### src/rtl/i2s_adc_receiver_if.sv
// Consumer-side word handshake of the I2S ADC receiver: stereo word, valid/ready, full.
interface i2s_adc_receiver_if #(
  parameter int SAMPLE_WIDTH = 16
);
  logic [2*SAMPLE_WIDTH-1:0] ADCDATA;
  logic                      adc_valid;
  logic                      adc_ready;
  logic                      adc_full;

  modport master (output ADCDATA, output adc_valid, output adc_full, input adc_ready);
  modport slave  (input ADCDATA, input adc_valid, input adc_full, output adc_ready);
endinterface

### src/rtl/i2s_adc_receiver.sv
// I2S ADC deserializer: oversampled codec BCLK/LRCK/DAT -> {left,right} word with valid/ready.
// Define ADC_RX_FIFO_EN to replace the single holding register with a FIFO_DEPTH-entry FIFO.
module i2s_adc_receiver #(
  parameter int SAMPLE_WIDTH = 16,
  parameter int SYNC_STAGES  = 2,
  parameter int FIFO_DEPTH   = 4
) (
  input  logic               Clk,
  input  logic               Reset,
  input  logic               EN,
  input  logic               AUD_BCLK,
  input  logic               AUD_ADCLRCK,
  input  logic               AUD_ADCDAT,
  i2s_adc_receiver_if.master adc,
  output logic               data_over,
  output logic               frame_err,
  input  logic               clr_err
);
  localparam int CW = $clog2(SAMPLE_WIDTH + 1);
  localparam int WW = 2 * SAMPLE_WIDTH;

  if (SYNC_STAGES < 2) begin : g_bad_sync
    $error("SYNC_STAGES must be at least 2");
  end
  if (FIFO_DEPTH < 2 || (FIFO_DEPTH & (FIFO_DEPTH - 1)) != 0) begin : g_bad_depth
    $error("FIFO_DEPTH must be a power of 2, at least 2");
  end

  typedef enum logic [1:0] {IDLE, LEFT, RIGHT} state_t;
  state_t state, state_nxt;

  logic [SYNC_STAGES-1:0]  bclk_sync, lrck_sync, dat_sync;
  logic                    bclk_prev, lrck_last;
  logic                    bclk_s, lrck_s, dat_s, bclk_rise, lr_change;
  logic [SAMPLE_WIDTH-1:0] left_sr, right_sr, left_nxt, right_nxt;
  logic [CW-1:0]           cnt, cnt_nxt;
  logic                    frame_done, short_chan, pop, overflow;
  logic [WW-1:0]           frame_word;

  assign bclk_s    = bclk_sync[SYNC_STAGES-1];
  assign lrck_s    = lrck_sync[SYNC_STAGES-1];
  assign dat_s     = dat_sync[SYNC_STAGES-1];
  assign bclk_rise = bclk_s && !bclk_prev;
  // LRCK is compared only at BCLK rises, so the first rise after a change is the delay slot
  assign lr_change = lrck_s != lrck_last;

  always_ff @(posedge Clk or negedge Reset) begin
    if (!Reset) begin
      bclk_sync <= '0;
      lrck_sync <= '0;
      dat_sync  <= '0;
      bclk_prev <= 1'b0;
      lrck_last <= 1'b0;
    end else begin
      bclk_sync <= {bclk_sync[SYNC_STAGES-2:0], AUD_BCLK};
      lrck_sync <= {lrck_sync[SYNC_STAGES-2:0], AUD_ADCLRCK};
      dat_sync  <= {dat_sync[SYNC_STAGES-2:0], AUD_ADCDAT};
      bclk_prev <= bclk_s;
      if (bclk_rise) lrck_last <= lrck_s;
    end
  end

  always_ff @(posedge Clk or negedge Reset) begin
    if (!Reset) begin
      state    <= IDLE;
      cnt      <= '0;
      left_sr  <= '0;
      right_sr <= '0;
    end else begin
      state    <= state_nxt;
      cnt      <= cnt_nxt;
      left_sr  <= left_nxt;
      right_sr <= right_nxt;
    end
  end

  always_comb begin
    state_nxt  = state;
    cnt_nxt    = cnt;
    left_nxt   = left_sr;
    right_nxt  = right_sr;
    frame_done = 1'b0;
    short_chan = 1'b0;
    if (!EN) begin
      state_nxt = IDLE;
      cnt_nxt   = '0;
    end else if (bclk_rise) begin
      if (lr_change) begin
        cnt_nxt = '0;
        // A short channel keeps its received MSBs and is zero-padded below them
        if (cnt < CW'(SAMPLE_WIDTH)) begin
          if (state == LEFT) begin
            short_chan = 1'b1;
            left_nxt   = left_sr << (CW'(SAMPLE_WIDTH) - cnt);
          end else if (state == RIGHT) begin
            short_chan = 1'b1;
            frame_done = 1'b1;
            right_nxt  = right_sr << (CW'(SAMPLE_WIDTH) - cnt);
          end
        end
        case (state)
          IDLE:    if (!lrck_s) state_nxt = LEFT;
          LEFT:    if (lrck_s)  state_nxt = RIGHT;
          RIGHT:   if (!lrck_s) state_nxt = LEFT;
          default: state_nxt = IDLE;
        endcase
      end else if (state != IDLE && cnt < CW'(SAMPLE_WIDTH)) begin
        cnt_nxt = cnt + 1'b1;
        if (state == LEFT) begin
          left_nxt = {left_sr[SAMPLE_WIDTH-2:0], dat_s};
        end else begin
          right_nxt  = {right_sr[SAMPLE_WIDTH-2:0], dat_s};
          frame_done = cnt == CW'(SAMPLE_WIDTH - 1);
        end
      end
    end
  end

  assign frame_word = {left_nxt, right_nxt};
  assign pop        = adc.adc_valid && adc.adc_ready;

`ifdef ADC_RX_FIFO_EN
  localparam int AW = $clog2(FIFO_DEPTH);
  logic [WW-1:0] mem [FIFO_DEPTH];
  logic [AW-1:0] wr_ptr, rd_ptr;
  logic [AW:0]   level;
  logic          push;

  // When full, a same-cycle pop frees the head slot, which wr_ptr then points at
  assign push     = frame_done && (level != (AW+1)'(FIFO_DEPTH) || pop);
  assign overflow = frame_done && !push;

  always_ff @(posedge Clk or negedge Reset) begin
    if (!Reset) begin
      for (int unsigned i = 0; i < FIFO_DEPTH; i++) mem[i] <= '0;
      wr_ptr <= '0;
      rd_ptr <= '0;
      level  <= '0;
    end else begin
      if (push) begin
        mem[wr_ptr] <= frame_word;
        wr_ptr      <= wr_ptr + 1'b1;
      end
      if (pop) rd_ptr <= rd_ptr + 1'b1;
      case ({push, pop})
        2'b10:   level <= level + 1'b1;
        2'b01:   level <= level - 1'b1;
        default: level <= level;
      endcase
    end
  end

  assign adc.ADCDATA   = mem[rd_ptr];
  assign adc.adc_valid = level != '0;
  assign adc.adc_full  = level == (AW+1)'(FIFO_DEPTH);
`else
  logic [WW-1:0] hold;
  logic          hold_valid;

  assign overflow = frame_done && hold_valid && !pop;

  always_ff @(posedge Clk or negedge Reset) begin
    if (!Reset) begin
      hold       <= '0;
      hold_valid <= 1'b0;
    end else if (frame_done && !overflow) begin
      hold       <= frame_word;
      hold_valid <= 1'b1;
    end else if (pop) begin
      hold_valid <= 1'b0;
    end
  end

  assign adc.ADCDATA   = hold;
  assign adc.adc_valid = hold_valid;
  assign adc.adc_full  = hold_valid;
`endif

  always_ff @(posedge Clk or negedge Reset) begin
    if (!Reset) begin
      data_over <= 1'b0;
      frame_err <= 1'b0;
    end else begin
      data_over <= (data_over && !clr_err) || overflow;
      frame_err <= (frame_err && !clr_err) || short_chan;
    end
  end
endmodule

### src/flat_wrapper.sv
// flat-port wrapper written by rule: the top's interface ports become plain ports
module i2s_adc_receiver_flat 
#(
  parameter int SAMPLE_WIDTH = 16,
  parameter int SYNC_STAGES  = 2,
  parameter int FIFO_DEPTH   = 4
)
  (Clk, Reset, EN, AUD_BCLK, AUD_ADCLRCK, AUD_ADCDAT, data_over, frame_err, clr_err, adc_ADCDATA, adc_adc_valid, adc_adc_full, adc_adc_ready);
  i2s_adc_receiver_if #(.SAMPLE_WIDTH(SAMPLE_WIDTH)) adc_i ();
  input  logic Clk;
  input  logic Reset;
  input  logic EN;
  input  logic AUD_BCLK;
  input  logic AUD_ADCLRCK;
  input  logic AUD_ADCDAT;
  output logic data_over;
  output logic frame_err;
  input  logic clr_err;
  output wire logic [$bits(adc_i.ADCDATA)-1:0] adc_ADCDATA;
  output wire logic [$bits(adc_i.adc_valid)-1:0] adc_adc_valid;
  output wire logic [$bits(adc_i.adc_full)-1:0] adc_adc_full;
  input wire logic [$bits(adc_i.adc_ready)-1:0] adc_adc_ready;
  assign adc_ADCDATA = adc_i.ADCDATA;
  assign adc_adc_valid = adc_i.adc_valid;
  assign adc_adc_full = adc_i.adc_full;
  assign adc_i.adc_ready = adc_adc_ready;
  i2s_adc_receiver #(.SAMPLE_WIDTH(SAMPLE_WIDTH), .SYNC_STAGES(SYNC_STAGES), .FIFO_DEPTH(FIFO_DEPTH)) u_core (.Clk(Clk), .Reset(Reset), .EN(EN), .AUD_BCLK(AUD_BCLK), .AUD_ADCLRCK(AUD_ADCLRCK), .AUD_ADCDAT(AUD_ADCDAT), .adc(adc_i), .data_over(data_over), .frame_err(frame_err), .clr_err(clr_err));
endmodule
### config.mk
export PLATFORM = sky130hd
export DESIGN_NAME = i2s_adc_receiver_flat
export DESIGN_NICKNAME = d
export VERILOG_FILES = /design/src/rtl/i2s_adc_receiver_if.sv /design/src/rtl/i2s_adc_receiver.sv /design/src/flat_wrapper.sv
export SDC_FILE = /design/constraint.sdc
export NUM_CORES = 1
export LEC_CHECK = 0
export CORE_ASPECT_RATIO = 0.5
export CORE_MARGIN = 2
export CORE_UTILIZATION = 59
export CTS_CLUSTER_SIZE = 20
export DETAILED_ROUTE_END_ITERATION = 10
export PLACE_DENSITY = 0.84
export SLEW_MARGIN = 10
export SYNTH_ARGS = -nofsm -noshare
export SYNTH_HDL_FRONTEND = slang
export SYNTH_SLANG_ARGS = --single-unit
### constraint.sdc
create_clock -name Clk -period 4.1 [get_ports Clk]
set_input_delay 0.41 -clock Clk [delete_from_list [all_inputs] [get_ports Clk]]
set_output_delay 0.41 -clock Clk [all_outputs]
set_load 0.01 [all_outputs]
-- Word-level counts from Yosys, hierarchy flattened
Cells that the tools add are included.
- magnitude comparators: 1
- reductions and logical operators: 20
- eq/ne operators: 9
- shift-type cells: 2
- multiplexer cells: 40
- add/subtract/negate cells: 2
- operators with widths (cell ; number):
    16-bit 2-to-1 mux ; 15
    16-bit by 5-bit left shift with 16-bit output ; 2
    5-bit 2-to-1 mux ; 4
    1-bit 2-to-1 mux ; 15
    2-bit 2-to-1 mux ; 5
    1-bit logical AND ; 8
    5-bit by 1-bit adder with 5-bit output (second input constant) ; 1
    5-bit by 4-bit equality test with 1-bit output (second input constant) ; 1
    5-bit less-than comparator (second input constant) ; 1
    5-bit subtractor (first input constant) ; 1
    1-bit zero test ; 4
    2-bit by 1-bit inequality test with 1-bit output (second input constant) ; 2
    2-bit case mux with 2 select lines ; 1
    4-bit AND reduction ; 1
    2-bit nonzero test ; 2
    3-bit by 1-bit inequality test with 1-bit output (second input constant) ; 1
    3-bit by 2-bit inequality test with 1-bit output (second input constant) ; 1
    3-bit inequality test (second input constant) ; 1
    2-bit by 1-bit equality test with 1-bit output (second input constant) ; 1
    2-bit equality test (second input constant) ; 1
    2-bit zero test ; 1
    1-bit logical OR ; 2
    2-bit AND reduction ; 1
    2-bit OR reduction ; 1
    1-bit inequality test ; 1
- flip-flop bits (word level): 82
- logic and storage cells: 87
- output and inout bits: 36

-- Logic depth before layout (Yosys ltp)
Gate-level depths: netlist of run 1.
- depth after elaboration: 12
- gate-level depth with buffers: 14
- depth with buffers taken out: 9

-- Worst setup path after synthesis of run 1
OpenSTA, ideal clock, no wires.
- kind: register to register
- start point: register u_core.cnt[0]
- end point: register u_core.right_sr[12]
- path slack: 0.691 ns
- path buffers: 3
- cell stages (with the launch flop): 13
- data arrival time: 3.313 ns
- path through: dfrtp_1 > buf_2 > buf_2 > clkinv_1 > ha_1 > nor3b_1 > ha_1 > or3b_2 > clkbuf_1 > nor4_2 > a21boi_0 > a211oi_1 > o31ai_1
- longest elaborated chain between the ends: 8
- ends and longest elaborated chain (element ; RTL line ; text):
    start, declared ; i2s_adc_receiver.sv:36 ; logic [CW-1:0] cnt, cnt_nxt;
    start signal, assigned ; i2s_adc_receiver.sv:71 ; cnt <= cnt_nxt;
    5-bit subtractor ; i2s_adc_receiver.sv:98 ; right_nxt = right_sr << (CW'(SAMPLE_WIDTH) - cnt);
    16-bit by 5-bit left shift with 16-bit output ; i2s_adc_receiver.sv:98 ;
    16-bit 2-to-1 mux ; i2s_adc_receiver.sv:95 ; end else if (state == RIGHT) begin
    16-bit 2-to-1 mux ; i2s_adc_receiver.sv:92 ; if (state == LEFT) begin
    16-bit 2-to-1 mux ; i2s_adc_receiver.sv:91 ; if (cnt < CW'(SAMPLE_WIDTH)) begin
    16-bit 2-to-1 mux (*) ; i2s_adc_receiver.sv:88 ; if (lr_change) begin
    16-bit 2-to-1 mux (*) ; i2s_adc_receiver.sv:87 ; end else if (bclk_rise) begin
    16-bit 2-to-1 mux (*) ; i2s_adc_receiver.sv:84 ; if (!EN) begin
    named net u_core.right_nxt[12] ; i2s_adc_receiver.sv:35 ; logic [SAMPLE_WIDTH-1:0] left_sr, right_sr, left_nxt, right_nxt;
    end signal, assigned ; i2s_adc_receiver.sv:73 ; right_sr <= right_nxt;
    end, declared ; i2s_adc_receiver.sv:35 ;
Mark *: on every way through the listed nets, which the timed path passes. The rest lies on a longest branch.
A chain may end at the register's enable or synchronous reset.

-- Worst setup path after layout of run 1
- start point: register u_core.cnt[0]
- end point: register u_core.right_sr[8]
Same word-level chain as after synthesis.

==> impl_metrics.ini, run 1 <==
[status]
status = complete, no violations

[detailed_routing]
ant_nets = 0
vias = 4866
viasPerCell = 7.10
drc = 0
drt_wl_total_um = 14800
drtIter0Drc = 579
wl_per_cell_um = 21.6
dr.pass1.iters = 5

[yosys]
ys_seq_area_share_pct = 37.2
postSynthAreaPerCell_um2 = 10.3
ys_ff_latch = 82
syn_nets = 550
synth_compound_area_share_pct = 19.5
synth_area_leaders = dfrtp_1 37%, mux4_2 9.4%, mux2_2 6.3%
syn-cell-area_um2 = 5510
synth_edf_count = 0
synth.most_common_cell = dfrtp_1
yosysTopAreaCellShare_pct = 37.2
yosysWarnings = 0
syn_inst = 533
synthXorXnorAreaFrac_pct = 1.23
synth-simple-area-share_pct = 17.0
synthMuxAreaShare_pct = 18.6
yosys.area.top_type = dfrtp_1
synth_cell_type_count = 68
synth_top_family_by_area = compound AO/OA/AOI/OAI gates
synth_adder_area_share_pct = 2.04
async_flop_share_pct = 100
ys.flop_type = dfrtp_1
yosys-top-cells-count = 82 x dfrtp_1, 47 x nand2_1, 35 x o21ai_0, 33 x nand3_1, 31 x mux2_2

[grt]
grt_use_total_pct = 30.7
antenna_found_initial = 0
grt_pass1_wl_um = 24200
grt_start_max_net_pins = 44
grt_pass1_vias = 4444
grt_overflow_total = 0

[layout]
syn_to_final_growth_pct = 15.7
antennaDiodeCount = 0
final_net_count = 580
drive_gt1_share_pct = 18.5
utilization_pct = 71.7

[pwr]
power_w = 0.00302
powerDensity_nw_per_um2 = 474
ir_worst_vdd_mv = 0.262
internal_power_w = 0.00203
seqPwrFrac_pct = 36.7
p_leak_nw = 2.54
p_switching_w = 0.000997
power_frac_clock_pct = 31.6
combinationalPowerShare_pct = 31.7
power.share.switching_pct = 33.0

[placement]
dp_hpwl_um = 10400
pre_cts_ws_ps = 523
io_buffers = 43
routabilityCongestion = 1.01

[critical_path]
end_kind = flop
cp.required_ps = 4350
start_kind = flop
critPathArrivalTime_ps = 3890
crit_type = reg -> reg
worstPathMaxFanout = 24

[sta]
fin_skew_ps = 3.50
fin_crit_ps = 3640
setup_tns_ps = 0
hold-worst-slack_ps = 38.0
maxSlewViolCount = 0
worstMarginPinSlew_ps = 895
rsz0062_at_grt = false
setup_slack_ps = 457
setup_violations = 0
fmax_mhz = 275
fin_crit_sh_pct = 88.9
final_hold_viol_count = 0
slew_headroom_pct = 40.3

[clock_network]
cts.path.max_buffers = 2
post_cts_resized = 0
cts_buffers = 9
cts_hold_buf = 0
cts-root-buf = clkbuf_16
htree_num_levels = 3
clk_pin_slew_ps = 60
cts_setup_buffers = 0
clock-sinks = 82
clk-insertion-delay-late_ps = 340
cts_tree = yes

[floorplan]
core-area_um2 = 8890
die_y_um = 72.3
die_area_um2 = 10200
ios = 44
start_util_pct = 62.0
die_x_um = 141
rows = 24

[worst_hold_path]
min_path_type = in -> async

[flow_run]
maxCapViolations = 0
worst max-delay path, cell delays in order (launching register included):
cell and delay, ps:
dfrtp_2 540, clkinv_1 300, ha_1 970, buf_4 370, mux4_2 240, nand2_1 80, a2111oi_0 620, nor3_1 160
o31ai_1 260
final cells by class:
class / instances / area, um^2
inverters: 15 / 56.3
repair buffers: 59 / 548
flip-flops and latches: 82 / 2050
fillers: 640 / 2510
multi-input cells: 396 / 3220
clock inverters: 4 / 97.6
clock buffers: 12 / 256
well taps: 117 / 146
registers in the layout (all words and copies together), names as in the netlist, 2 cells and up:
register	cells
u_core.adc.ADCDATA	32
u_core.bclk_sync	2
u_core.cnt	5
u_core.dat_sync	2
u_core.left_sr	16
u_core.lrck_sync	2
u_core.right_sr	16
u_core.state	2
layout by cell type, fill, tap and decap left out, drive strengths merged, types with 5 or more instances in the layout:
cell | netlist | final
nor2b | 6 | 6
inv | 13 | 13
nand3 | 34 | 34
nor3 | 9 | 9
nor4 | 9 | 9
ha | 9 | 9
o21ai | 36 | 36
a22oi | 7 | 7
a31oi | 6 | 6
a21o | 9 | 9
clkbuf | 21 | 12
dfrtp | 82 | 82
nor2 | 15 | 15
mux4 | 23 | 23
and3 | 10 | 10
o211ai | 5 | 5
mux2 | 31 | 31
mux2i | 16 | 16
or3 | 5 | 5
o2bb2ai | 16 | 16
nand2b | 9 | 9
nand2 | 48 | 48
a2111oi | 7 | 7
a21oi | 10 | 10
a211oi | 9 | 9
clkdlybuf4s50 | 0 | 42
nor3b | 6 | 6
o31ai | 10 | 10
buf | 19 | 17
a221o | 12 | 12
power by group through the flow:
stage | clock [W] | sequential (W) | combinational, W
CTS | 0.000959 | 0.00110 | 0.000949
global route | 0.00100 | 0.00113 | 0.00104
finish | 0.000955 | 0.00111 | 0.000960
floorplan | 0 | 0.00108 | 0.000658
detailed placement | 0 | 0.00111 | 0.000942
global placement | 0 | 0.00111 | 0.000916
through the flow:
step | std cells | instance area, um^2
2_1_floorplan | 533 | 5510
3_3_place_gp | 669 | 6020
3_5_place_dp | 669 | 6020
4_1_cts | 685 | 6380
5_1_grt | 685 | 6380
6_report | 685 | 6380
path summary, 6_finish.rpt:
check	from	endpoint	slack, ps	cells past startpoint
max in group asynchronous	Reset	u_core.adc.ADCDATA[6]$_DFFE_PN0P_	3140	2
min reg2reg	u_core.dat_sync[0]$_DFF_PN0_	u_core.dat_sync[1]$_DFF_PN0_	350	0
min	Reset	u_core.bclk_sync[0]$_DFF_PN0_	40	1
min in group Clk	u_core.dat_sync[0]$_DFF_PN0_	u_core.dat_sync[1]$_DFF_PN0_	350	0
max reg2reg	u_core.cnt[0]$_DFFE_PN0P_	u_core.right_sr[8]$_DFF_PN0_	460	8
max	u_core.cnt[0]$_DFFE_PN0P_	u_core.right_sr[8]$_DFF_PN0_	460	8
kinds of logic after synthesis:
kind of cell             after synthesis
adder cells (fa/ha/maj)                9
AO/OA/AOI/OAI                        145
buffers and inverters                 55
AND/OR/NAND/NOR                      166
flip-flops                            82
XOR/XNOR                               6
multiplexers                          70
per-layer routing:
layer	global-route usage, %	wire (um)
met2	45.7	6520
met3	7.66	1350
met5	0	0
met4	6.67	272
met1	46.0	6670
Power figures use the tool's default switching activity.
==> run 2, diff against run 1 <==
--- a/config.mk
+++ b/config.mk
@@ -5,9 +5,11 @@
 export SDC_FILE = /design/constraint.sdc
 export NUM_CORES = 1
 export LEC_CHECK = 0
+export CELL_PAD_IN_SITES_DETAIL_PLACEMENT = 1
+export CELL_PAD_IN_SITES_GLOBAL_PLACEMENT = 1
 export CORE_ASPECT_RATIO = 0.5
 export CORE_MARGIN = 2
-export CORE_UTILIZATION = 59
+export CORE_UTILIZATION = 47
 export CTS_CLUSTER_SIZE = 20
 export DETAILED_ROUTE_END_ITERATION = 10
 export PLACE_DENSITY = 0.84
==> impl_metrics.ini, run 2 (same netlist as run 1, synthesis figures left out) <==
[pwr]
powerDensity_nw_per_um2 = 468
internal_power_w = 0.00196
seqPwrFrac_pct = 37.3
p_switching_w = 0.00105
ir_worst_vdd_mv = 0.193
p_leak_nw = 2.53
power_frac_clock_pct = 29.3
combinationalPowerShare_pct = 33.4
power.share.switching_pct = 34.8

[layout]
drive_gt1_share_pct = 18.5
multi_input_area_um2 = 3220
layout_commonest_cell = dfrtp_1
antennaDiodeCount = 0
final_net_count = 581
final_cell_mix = 81 x dfrtp_1, 47 x nand2_1, 42 x clkdlybuf4s50_1
syn_to_final_growth_pct = 16.4
n_fill_cell = 1212
stdcell_area_um2 = 6420
layout.area.seq_um2 = 2050
largest_register_ffs = 32

[detailed_routing]
drt_wl_total_um = 17400
wl_per_cell_um = 23.9
vias = 4874
ant_nets = 0
dr.pass1.iters = 5
drc = 0
viasPerCell = 6.70
drtIter0Drc = 305

[grt]
grt_overflow_total = 0
grt_pass1_wl_um = 27900
grt_use_total_pct = 29.2
grt_start_max_net_pins = 83
use_met1_pct = 41.4
grt_pass1_vias = 4872
grt.busiest_layer = met2
antenna_found_initial = 0
grtUsageMet3_pct = 7.93
grtUsageMet2_pct = 45.4

[critical_path]
r2r_slack_ps = 320
worstPathMaxFanout = 17
r2r_start = u_core.cnt[0]$_DFFE_PN0P_
end_kind = flop
r2r_cells = 9
critical_path.endpoint = u_core.adc.ADCDATA[4]$_DFFE_PN0P_
start_kind = flop
cp-startpoint = u_core.cnt[0]$_DFFE_PN0P_
crit_type = reg -> reg
cp.required_ps = 4380
critPathArrivalTime_ps = 4060
r2r-end = u_core.adc.ADCDATA[4]$_DFFE_PN0P_

[clock_network]
cts_tree = yes
post_cts_resized = 0
cts_hold_buf = 0
clock-sinks = 82
htree_num_levels = 3
cts.path.max_buffers = 2
clk_pin_slew_ps = 60
cts_buffers = 9
cts-root-buf = clkbuf_16
cts_setup_buffers = 0
clk-insertion-delay-late_ps = 340

[sta]
maxSlewViolCount = 0
fin_crit_ps = 3780
final_hold_viol_count = 0
fin_crit_sh_pct = 92.2
slew_headroom_pct = 29.4
worstMarginPinSlew_ps = 1060
setup_slack_ps = 319
rsz0062_at_grt = false
fin_skew_ps = 5.80
setup_violations = 0
fmax_mhz = 264
setup_tns_ps = 0

[floorplan]
core-area_um2 = 11200
start_util_pct = 49.1
die_area_um2 = 12700
rows = 27
die_x_um = 157
die_y_um = 80.6
ios = 44

[placement]
io_buffers = 43
routabilityCongestion = 0.971
pre_cts_ws_ps = 462
placed_area_um2 = 6100
dp_hpwl_um = 12300

[status]
status = complete, no violations

[worst_hold_path]
min_path_type = in -> async

[flow_run]
maxCapViolations = 0
## run 2: cell count changes in the layout (fill, tap and decap cells not counted), sizes merged
cell | previous run | this run
bufinv | 3 | 2
buf | 17 | 18
clkinvlp | 1 | 2
## run 2: worst min path at each step
stage                                             start                                end  slack [ps]  cells after the start
after floorplan                                   Reset  u_core.adc.ADCDATA[0]$_DFFE_PN0P_         110                      0
after global placement    u_core.bclk_sync[0]$_DFF_PN0_      u_core.bclk_sync[1]$_DFF_PN0_         330                      0
after detailed placement  u_core.bclk_sync[0]$_DFF_PN0_      u_core.bclk_sync[1]$_DFF_PN0_         340                      0
after CTS                                         Reset    u_core.adc.adc_full$_DFFE_PN0P_         310                      1
after global routing                              Reset    u_core.adc.adc_full$_DFFE_PN0P_         340                      1
final                                             Reset         u_core.bclk_prev$_DFF_PN0_         260                      1
## run 2: final cells by class
class,instances,area share [%]
Sequential cell,82,32.0
Multi-Input combinational cell,396,50.2
Inverter,15,0.877
Timing Repair Buffer,60,8.85
Tap cell,159,3.10
Clock inverter,4,1.17
Clock buffer,12,3.84
## run 2: power by group through the flow
stage | logic, W | registers, W | clock network, W
2_1_floorplan | 0.000658 | 0.00108 | 0
3_3_place_gp | 0.000944 | 0.00111 | 0
3_5_place_dp | 0.000980 | 0.00112 | 0
4_1_cts | 0.000993 | 0.00111 | 0.000891
5_1_grt | 0.00108 | 0.00114 | 0.000925
6_report | 0.00100 | 0.00112 | 0.000881
## run 2: per-stage QoR
| step | instances | total power (W) | hold WS (ps) | util, % |
|---|---|---|---|---|
| after detailed placement | 712 | 0.00210 | 338 | 54.4 |
| after global placement | 712 | 0.00205 | 334 | 54.4 |
| after CTS | 728 | 0.00300 | 311 | 57.2 |
| after floorplan | 533 | 0.00173 | 114 | - |
| final | 728 | 0.00300 | 255 | 57.2 |
| after global routing | 728 | 0.00314 | 344 | 57.2 |
## run 2: layer usage
metal  share of wire, %  wire length [um]
met1                 46              8010
met2                 45              7840
met3                7.7              1330
met4                1.2               213
met5                  0                 0
## run 2: critical path, stage by stage, from the launching register on
cell and delay (ps):
dfrtp_2 660, clkinv_1 360, ha_1 360, nor3b_1 170
ha_1 340, clkinv_1 250, o211ai_1 370, a2111oi_0 830
a221o_1 230, mux2_2 140
==> run 3, diff against run 2 <==
--- a/config.mk
+++ b/config.mk
@@ -7,7 +7,7 @@
 export LEC_CHECK = 0
 export CELL_PAD_IN_SITES_DETAIL_PLACEMENT = 1
 export CELL_PAD_IN_SITES_GLOBAL_PLACEMENT = 1
-export CORE_ASPECT_RATIO = 0.5
+export CORE_ASPECT_RATIO = 1.25
 export CORE_MARGIN = 2
 export CORE_UTILIZATION = 47
 export CTS_CLUSTER_SIZE = 20
==> impl_metrics.ini, run 3 (same netlist as run 1, synthesis figures left out) <==
[status]
status = complete, no violations

[sta]
rsz0062_at_grt = false
fin_crit_ps = 3580
fin_skew_ps = 10.2
slew_headroom_pct = 34.7
maxSlewViolCount = 0
fin_crit_sh_pct = 87.4
setup_violations = 0
setup_slack_ps = 518
fmax_mhz = 279
setup_tns_ps = 0
final_hold_viol_count = 0
worstMarginPinSlew_ps = 971

[clock_network]
clk-insertion-delay-late_ps = 350
cts-root-buf = clkbuf_16
htree_num_levels = 3
cts_buffers = 9
cts.path.max_buffers = 2
clk_pin_slew_ps = 60
post_cts_resized = 0
cts_setup_buffers = 0
cts_hold_buf = 0
clock-sinks = 82
cts_tree = yes

[critical_path]
worstPathMaxFanout = 12
r2r_cells = 8
crit_type = reg -> reg
start_kind = flop
end_kind = flop
cp_top_family = simple AND/OR/NAND/NOR gates
slowest_stage = nor4_2
crit_top_cell = ha_1
critPathArrivalTime_ps = 3870
cp.required_ps = 4380
path_depth = 8
path_cells = clkinv_1 -> ha_1 -> nor3b_1 -> ha_1 -> or3b_2 -> nor4_2 -> a221o_1 -> mux2_2
path_buf_inv = 1
cpPeakStageDelay_ps = 760

[detailed_routing]
drtIter0Drc = 470
drc = 0
viasPerCell = 6.88
dr.pass1.iters = 4
ant_nets = 0
drt_wl_total_um = 17100
wl_per_cell_um = 24.3
vias = 4849

[grt]
grt_use_total_pct = 28.0
antenna_found_initial = 0
grt_pass1_vias = 4945
grt_pass1_wl_um = 27400
grt_overflow_total = 0
grt_start_max_net_pins = 46

[worst_hold_path]
min_path_type = in -> async

[floorplan]
start_util_pct = 47.9
die_x_um = 101
die_y_um = 125
ios = 44
die_area_um2 = 12600
core-area_um2 = 11500
rows = 44

[placement]
place_inst = 689
dp_hpwl_um = 12100
pre_cts_ws_ps = 497
routabilityCongestion = 1.02
io_buffers = 43

[layout]
syn_to_final_growth_pct = 14.8
layout.area.seq_um2 = 2050
drive_gt1_share_pct = 18.2
final_net_count = 579
multi_input_area_um2 = 3220
final_cell_mix = 81 x dfrtp_1, 47 x nand2_1, 42 x clkdlybuf4s50_1
antennaDiodeCount = 0
stdcell_count = 705
n_fill_cell = 1257
largest_register_ffs = 32
layout_commonest_cell = dfrtp_1

[pwr]
p_leak_nw = 2.50
ir_worst_vdd_mv = 0.244
powerDensity_nw_per_um2 = 461
power_w = 0.00292

[flow_run]
maxCapViolations = 0
## run 3: changes by cell type in the layout (fill, tap and decap cells not counted)
cell       change
clkinv_2       +2
bufinv_16      -1
buf_12         -1
clkbuf_8       -1
buf_4          -1
## run 3: cell type report
| type | instances | share of cell area [%] |
|---|---|---|
| Clock inverter | 5 | 0.870 |
| Clock buffer | 11 | 3.68 |
| Timing Repair Buffer | 58 | 8.54 |
| Inverter | 15 | 0.890 |
| Sequential cell | 82 | 32.4 |
| Multi-Input combinational cell | 396 | 50.9 |
| Tap cell | 138 | 2.73 |
## run 3: worst reg2reg max path: cells and delay by family (launching register included)
| family | cells | cell delay (ps) |
|---|---|---|
| simple gates | 3 | 1540 |
| buf+inv | 1 | 300 |
| fa+ha+maj | 2 | 650 |
| compound gates | 1 | 310 |
| flops | 1 | 560 |
| mux | 1 | 160 |
## run 3: metal layers
layer  routed length [um]  vias up  part of all wire [%]  GRT usage [%]
met5                    0        -                     0              0
met4                  531        0                   3.1           11.1
met3                  817       48                   4.8           4.81
met2                 9080      181                    53           47.6
met1                 6690     2511                    39           35.1
li1                     -     2109                     -              -
## run 3: power breakdown
part           internal [W]  switching (W)  leakage, nW
clock              0.000470       0.000340        0.136
sequential         0.000932       0.000187         1.09
combinational      0.000467       0.000523         1.28
## run 3: path summary, 6_finish.rpt
check,endpoint,from,slack [ps]
setup / recovery,u_core.adc.ADCDATA[21]$_DFFE_PN0P_,u_core.cnt[0]$_DFFE_PN0P_,520
hold / removal,u_core.adc.adc_full$_DFFE_PN0P_,Reset,30
setup reg to reg,u_core.adc.ADCDATA[21]$_DFFE_PN0P_,u_core.cnt[0]$_DFFE_PN0P_,520
hold reg to reg,u_core.dat_sync[1]$_DFF_PN0_,u_core.dat_sync[0]$_DFF_PN0_,360
max in group asynchronous,u_core.cnt[0]$_DFFE_PN0P_,Reset,3110
min in group Clk,u_core.dat_sync[1]$_DFF_PN0_,u_core.dat_sync[0]$_DFF_PN0_,360
## run 3: through the flow
stage	area (um^2)	hold WS, ps	utilization, %
4_1_cts	6330	43.4	55.0
5_1_grt	6330	61.1	55.0
3_3_place_gp	6040	341	52.5
3_5_place_dp	6040	336	52.5
2_1_floorplan	5510	114	-
6_report	6330	25.5	55.0
